[config.mk]
export PLATFORM = sky130hd
export DESIGN_NAME = expansion_shiftreg_target
export DESIGN_NICKNAME = d
export VERILOG_FILES = /design/src/rtl/expansion_shiftreg_target.sv
export SDC_FILE = /design/constraint.sdc
export NUM_CORES = 1
export LEC_CHECK = 0
export ABC_AREA = 1
export BUFFER_PORTS_ARGS = -buffer_cell sky130_fd_sc_hd__buf_2
export CELL_PAD_IN_SITES_DETAIL_PLACEMENT = 0
export CELL_PAD_IN_SITES_GLOBAL_PLACEMENT = 2
export CORE_UTILIZATION = 36
export CTS_CLUSTER_SIZE = 24
export DETAILED_ROUTE_END_ITERATION = 8
export PLACE_DENSITY = 0.86
export SYNTH_ARGS = -nofsm -noshare
export SYNTH_HDL_FRONTEND = slang
export SYNTH_SLANG_ARGS = --single-unit
[constraint.sdc]
create_clock -name clk -period 3 [get_ports clk]
set_input_delay 0.3 -clock clk [delete_from_list [all_inputs] [get_ports clk]]
set_output_delay 0.3 -clock clk [all_outputs]
set_load 0.01 [all_outputs]
[src/rtl/expansion_shiftreg_target.sv]
// Responder end of a 74HC165/74HC595-style expansion chain: receives a word MSB-first,
// publishes it on each load strobe and returns par_in (captured at that strobe) next frame.
module expansion_shiftreg_target #(
  parameter int               WIDTH      = 8,
  parameter int               TIMEOUT    = 1000000,
  parameter logic [WIDTH-1:0] SAFE_VALUE = '0
) (
  input  logic             clk,
  input  logic             rst,
  input  logic             SHIFT_CLK,
  input  logic             SHIFT_LOAD,
  input  logic             SHIFT_OUT,
  output logic             SHIFT_IN,
  input  logic [WIDTH-1:0] par_in,
  output logic [WIDTH-1:0] par_out,
  output logic             frame_strobe,
  output logic             frame_error,
  output logic             link_ok
);

  localparam int               WD_W      = (TIMEOUT > 1) ? $clog2(TIMEOUT + 1) : 1;
  localparam logic [WD_W-1:0]  WD_MAX    = WD_W'(TIMEOUT);
  localparam logic [7:0]       WIDTH_CNT = 8'(WIDTH);
  localparam logic [7:0]       CNT_MAX   = 8'd255;

  // Stage [0] and [1] form the synchroniser, stage [2] is the edge-detect history.
  logic [2:0]       sclk_sync_q, sclk_sync_d;
  logic [2:0]       sload_sync_q, sload_sync_d;
  logic [1:0]       sout_sync_q, sout_sync_d;
  logic [WIDTH-1:0] rx_shift_q, rx_shift_d;
  logic [WIDTH-1:0] tx_shift_q, tx_shift_d;
  logic [7:0]       bit_cnt_q, bit_cnt_d;
  logic [WD_W-1:0]  wd_q, wd_d;
  logic [WIDTH-1:0] par_out_q, par_out_d;
  logic             shift_in_q, shift_in_d;
  logic             frame_strobe_q, frame_strobe_d;
  logic             frame_error_q, frame_error_d;
  logic             link_ok_q, link_ok_d;

  logic clk_rise, load_rise, load_high, shift_en, frame_ok, wd_expire;

  always_comb begin
    sclk_sync_d  = {sclk_sync_q[1:0], SHIFT_CLK};
    sload_sync_d = {sload_sync_q[1:0], SHIFT_LOAD};
    sout_sync_d  = {sout_sync_q[0], SHIFT_OUT};

    clk_rise  = sclk_sync_q[1] & ~sclk_sync_q[2];
    load_rise = sload_sync_q[1] & ~sload_sync_q[2];
    load_high = sload_sync_q[1];
    // A load edge wins over a coincident clock edge; clocks during the load pulse are ignored.
    shift_en  = clk_rise & load_high & ~load_rise;
    frame_ok  = load_rise & (bit_cnt_q == WIDTH_CNT);
  end

  always_comb begin
    rx_shift_d     = rx_shift_q;
    tx_shift_d     = tx_shift_q;
    bit_cnt_d      = bit_cnt_q;
    frame_error_d  = frame_error_q;
    frame_strobe_d = frame_ok;

    if (load_rise) begin
      tx_shift_d = par_in;
      bit_cnt_d  = '0;
      if (!frame_ok) frame_error_d = 1'b1;
    end else if (shift_en) begin
      rx_shift_d = {rx_shift_q[WIDTH-2:0], sout_sync_q[1]};
      tx_shift_d = {tx_shift_q[WIDTH-2:0], 1'b0};
      if (bit_cnt_q != CNT_MAX) bit_cnt_d = bit_cnt_q + 8'd1;
    end

    shift_in_d = tx_shift_d[WIDTH-1];
  end

  // Watchdog: saturating cycle counter cleared only by a valid frame.
  always_comb begin
    wd_d = wd_q;
    if (frame_ok) begin
      wd_d = '0;
    end else if ((TIMEOUT > 0) && (wd_q != WD_MAX)) begin
      wd_d = wd_q + 1'b1;
    end
    wd_expire = (TIMEOUT > 0) && !frame_ok && (wd_d == WD_MAX);

    par_out_d = par_out_q;
    link_ok_d = link_ok_q;
    if (frame_ok) begin
      par_out_d = rx_shift_q;
      link_ok_d = 1'b1;
    end else if (wd_expire) begin
      par_out_d = SAFE_VALUE;
      link_ok_d = 1'b0;
    end
  end

  always_ff @(posedge clk) begin
    if (rst) begin
      sclk_sync_q    <= '0;
      // Load idles high, so its history resets high to avoid a phantom load edge.
      sload_sync_q   <= '1;
      sout_sync_q    <= '0;
      rx_shift_q     <= '0;
      tx_shift_q     <= '0;
      bit_cnt_q      <= '0;
      wd_q           <= '0;
      par_out_q      <= SAFE_VALUE;
      shift_in_q     <= 1'b0;
      frame_strobe_q <= 1'b0;
      frame_error_q  <= 1'b0;
      link_ok_q      <= 1'b0;
    end else begin
      sclk_sync_q    <= sclk_sync_d;
      sload_sync_q   <= sload_sync_d;
      sout_sync_q    <= sout_sync_d;
      rx_shift_q     <= rx_shift_d;
      tx_shift_q     <= tx_shift_d;
      bit_cnt_q      <= bit_cnt_d;
      wd_q           <= wd_d;
      par_out_q      <= par_out_d;
      shift_in_q     <= shift_in_d;
      frame_strobe_q <= frame_strobe_d;
      frame_error_q  <= frame_error_d;
      link_ok_q      <= link_ok_d;
    end
  end

  assign SHIFT_IN     = shift_in_q;
  assign par_out      = par_out_q;
  assign frame_strobe = frame_strobe_q;
  assign frame_error  = frame_error_q;
  assign link_ok      = link_ok_q;

endmodule

# [Word-level counts from Yosys, hierarchy flattened]
# Cells that the tools add are included.
# W data, S select, Z words.
[word_totals] out_inout_bits=12 regBits=63 elab_cells=43 in_bits=13
[op_classes] n_reduce_logical=8 n_bitwise=9 n_eq_ne=4 n_mux=8 addsub=2
[ops] operator="$mux W20" n=2
[ops] operator="$mux W8" n=4
[ops] operator="$add A20 B1 Y20 const B" n=1
[ops] operator="$eq A20 B20 Y1 const B" n=1
[ops] operator="$ne A20 B20 Y1 const B" n=1
[ops] operator="$add A8 B1 Y8 const B" n=1
[ops] operator="$eq A8 B4 Y1 const B" n=1
[ops] operator="$ne A8 B8 Y1 const B" n=1
[ops] operator="$reduce_and A2 Y1" n=3
[ops] operator="$and A1 B1 Y1" n=5
[ops] operator="$not A1 Y1" n=4
[ops] operator="$reduce_bool A2 Y1" n=2
[ops] operator="$mux W1" n=2
[ops] operator="$reduce_or A2 Y1" n=1
[ops] operator="$logic_and A1 B1 Y1" n=1
[ops] operator="$logic_not A1 Y1" n=1

# [Longest topological paths before layout]
[depth] ltp_word=8 depth_mapped=14 mapped_depth_nobuf=14

# [Worst setup path after synthesis]
# No wires, ideal clock.
[synth_timing] path_kind="register to register" start="reg wd_q[0]" end="reg par_out_q[0] (netlist: par_out[0])" setup_time_ps=115 path_buffers=0 arrival_ps=1633 stages_incl_launch_ff=12 path_slack_ps=1251 cell_sequence="dfxtp_1 ha_1 nand2_2 nor2_4 nand3_4 nor2_4 xor2_2 nand3_1 nor2_2 nand3_4 nand4_1 nand2_1"
[synth_between] elab_chain_cells=6 elab_cells_between_ends=7 cone_classes="1 x add/sub; 2 x eq/ne; 2 x mux; 2 x reduce/logical"
[synth_rtl] item="start, declared" line_no="33" text="logic [WD_W-1:0] wd_q, wd_d;"
[synth_rtl] item="start signal, assigned" line_no="118" text="wd_q <= wd_d;"
[synth_rtl] item="$add A20 B1 Y20 / $ne A20 B20 Y1 (equally long branches)" line_no="81, 80"
[synth_rtl] item="$mux W20 (*)" line_no="80" text="end else if ((TIMEOUT > 0) && (wd_q != WD_MAX)) begin"
[synth_rtl] item="$mux W20 (*)" line_no="78" text="if (frame_ok) begin"
[synth_rtl] item="$eq A20 B20 Y1 (*)" line_no="83" text="wd_expire = (TIMEOUT > 0) && !frame_ok && (wd_d == WD_MAX);"
[synth_rtl] item="$logic_and A1 B1 Y1 (*)" line_no="83"
[synth_rtl] item="$reduce_bool A2 Y1 (no source line) (*)"
[synth_rtl] item="end signal, assigned" line_no="119" text="par_out_q <= par_out_d;"
[synth_rtl] item="end, declared" line_no="34" text="logic [WIDTH-1:0] par_out_q, par_out_d;"
# Every way passes the cells marked *; elsewhere a longest branch is shown, timed or not.
# A chain may end at the register's enable or synchronous reset.

# [Worst setup path after layout]
[layout_timing] start="reg bit_cnt_q[0]" end="reg par_out_q[6] (netlist: par_out[6])"
[layout_between] elab_chain_cells=6 elab_cells_between_ends=8 cone_classes="2 x eq/ne; 2 x mux; 1 x bitwise; 3 x reduce/logical"
[layout_rtl] item="start, declared" line_no="32" text="logic [7:0] bit_cnt_q, bit_cnt_d;"
[layout_rtl] item="start signal, assigned" line_no="117" text="bit_cnt_q <= bit_cnt_d;"
[layout_rtl] item="$eq A8 B4 Y1 (*)" line_no="52" text="frame_ok = load_rise & (bit_cnt_q == WIDTH_CNT);"
[layout_rtl] item="$and A1 B1 Y1 (*)" line_no="52"
[layout_rtl] item="$mux W20" line_no="78"
[layout_rtl] item="$eq A20 B20 Y1" line_no="83"
[layout_rtl] item="$logic_and A1 B1 Y1" line_no="83"
[layout_rtl] item="$reduce_bool A2 Y1 (no source line)"
# Marked as above.

==> flow_metrics.tcl <==
set metrics [dict create \
    synth_edf_count 0 \
    fin_crit_ns 2.11 \
    start_util 0.376 \
    busiest_layer "met2" \
    critPathMaxFanout 32 \
    end_kind "register" \
    cts_buffer_depth 2 \
    clock_sinks 63 \
    worst_pin_slew_ns 0.529 \
    max_freq_mhz 473 \
    yosys.area.top_type "dfxtp_1" \
    ys_types 35 \
    overflow 0 \
    fin_nets 491 \
    final_area_um2 3540 \
    p_leak_nw 1.43 \
    synth-seq-cells 63 \
    grtUsageMet3 0.0359 \
    fin_skew_ns 0.0104 \
    wl_per_cell_um 12.3 \
    place_area_um2 3340 \
    cts_hold_buf 0 \
    grt_max_degree 45 \
    power_density_nw_per_um2 469 \
    synth-async-reset-ratio 0 \
    viasPerCell 4.64 \
    fin_crit_sh 0.704 \
    antenna_found_initial 0 \
    synth_area_um2 3140 \
    die_w_um 95.4 \
    syn_inst 447 \
    min_path_type "in -> reg" \
    yosysTopAreaCellShare 0.402 \
    setup-tns-final_ns 0 \
    synthTopCellsByArea "dfxtp_1, nand2_1, nor2_1, inv_1, nand3_1" \
    final_cell_mix "nand2_1, nor2_1, dfxtp_1, inv_1, nand3_1" \
    rows 33 \
    track_usage 0.176 \
    io_buffers 24 \
    worstPathRequired_ns 3.23 \
    insertion_delay_ns 0.34 \
    syn_avg_cell_area_um2 7.02 \
    diodes 0 \
    critPathKind "reg -> reg" \
    cts-root-buf "clkbuf_8" \
    max-slew-margin-rel 0.646 \
    initialDrtViolationCount 105 \
    first_pass_iters 4 \
    gp_congestion 0.799 \
    dpl.hpwl_mm 5.38 \
    syn_nets 464 \
    rsz0062_at_grt "no" \
    grt_use_met1 0.234 \
    cts_tree "built" \
    setup_violations 0 \
    use_met2 0.281 \
    finalNonFillerCells 584 \
    syn2layout_area_growth_pct 12.7 \
    cts_resized 0 \
    ant_nets 0 \
    yosys_warnings 0 \
    slew_violations 0 \
    cp.arrival_ns 2.35 \
    grt_pass1_wl_mm 12.3 \
    coreArea_um2 8340 \
    dieHeight_um 95.4 \
    dp.cells 568 \
    clkTransAtPathRegs_ns 0.07 \
    cts_setup_buffers 0 \
    die-area_um2 9100 \
    drc 0 \
    io_pins 25 \
    peakVddDrop_mv 0.324 \
    routed_wl_mm 7.20 \
    cts_made_buffers 9 \
    grt_pass1_vias 2601 \
    via_count 2712 \
    status "finished, final reports clean" \
    final_common_cell "nand2_1" \
    ys_seq_area_frac 0.402 \
    cap_violations 0 \
    cts.htree.levels 3 \
    start_kind "register" \
    hold_violations 0 \
    drive_above_1_share 0.171 \
    ys.flop_type "dfxtp_1" \
]
==> metal layers <==
layer / part of all wire / wire [um]
met1: 0.51 / 3660
met2: 0.45 / 3230
met3: 0.028 / 199
met4: 0.015 / 110
met5: 0 / 0
==> synth_stat cells, types with 6 or more instances <==
cell type	instances
inv_1	46
dfxtp_1	63
nand3_1	29
nor2_1	64
nand2_1	121
nor2_4	7
a31oi_1	7
clkbuf_1	6
nand2_2	7
a21oi_1	20
nor2_2	7
nor3_1	8
nand4_1	16
==> critical path, cell delays in order, from the launching register on <==
cell and delay, ns:
dfxtp_1 0.36, inv_1 0.08, ha_1 0.19, nand3_1 0.10
nor2_2 0.07, nand2_4 0.28, nand3_1 0.27, nor2_1 0.16
nand2_1 0.10, nor2_4 0.13, nand3_4 0.12, nand4_1 0.10
nand2_1 0.06
==> final timing paths <==
| path | from | slack [ns] | to | depth (start not counted) |
|---|---|---|---|---|
| worst max-delay path | bit_cnt_q[0] | 0.89 | par_out[6] | 12 |
| worst min-delay path | SHIFT_LOAD | 0.15 | sload_sync_q[0] | 2 |
| worst max register to register | bit_cnt_q[0] | 0.89 | par_out[6] | 12 |
| worst min register to register | sclk_sync_q[0] | 0.41 | sclk_sync_q[1] | 2 |
==> logic make-up (layout without fill, tap and decap cells) <==
family                   count (synthesis)  after routing  synth area share
XOR/XNOR                                 5              5            0.0163
AO/OA/AOI/OAI                           36             36            0.0646
adder cells (fa/ha/maj)                  4              4            0.0159
AND/OR/NAND/NOR                        275            275             0.416
buffers and inverters                   64             96            0.0857
flip-flops                              63             63             0.402
==> state kept, by name, summed over array words and instances, names as in the netlist, 2 cells and up <==
register	cells
rx_shift_q	8
wd_q	20
sload_sync_q	3
bit_cnt_q	8
tx_shift_q	8
sout_sync_q	2
sclk_sync_q	3
par_out	8
==> cell type report <==
type,count,area (um^2)
clock buffers,10,138
fillers,908,4800
inverters,54,203
clock inverters,6,60.1
repair buffers,26,135
well taps,105,131
multi-input cells,320,1610
flip-flops and latches,63,1260
==> per-stage QoR <==
step / power, mW / util / hold WS, ns / setup slack [ns]
after floorplan: 0.928 / - / 0.388 / 1.25
after global placement: 0.951 / 0.400 / 0.398 / 0.849
after detailed placement: 0.952 / 0.400 / 0.403 / 0.840
after CTS: 1.68 / 0.424 / 0.138 / 0.848
after global routing: 1.74 / 0.424 / 0.137 / 0.610
final: 1.66 / 0.424 / 0.151 / 0.887
==> report_power, final <==
group          switching [mW]  internal, mW  leakage (nW)
combinational          0.0490        0.0246         0.826
clock                   0.327         0.401        0.0981
sequential            0.00939         0.848         0.510
total                   0.385          1.27          1.43
No activity file was read; power rests on OpenSTA's default activity.
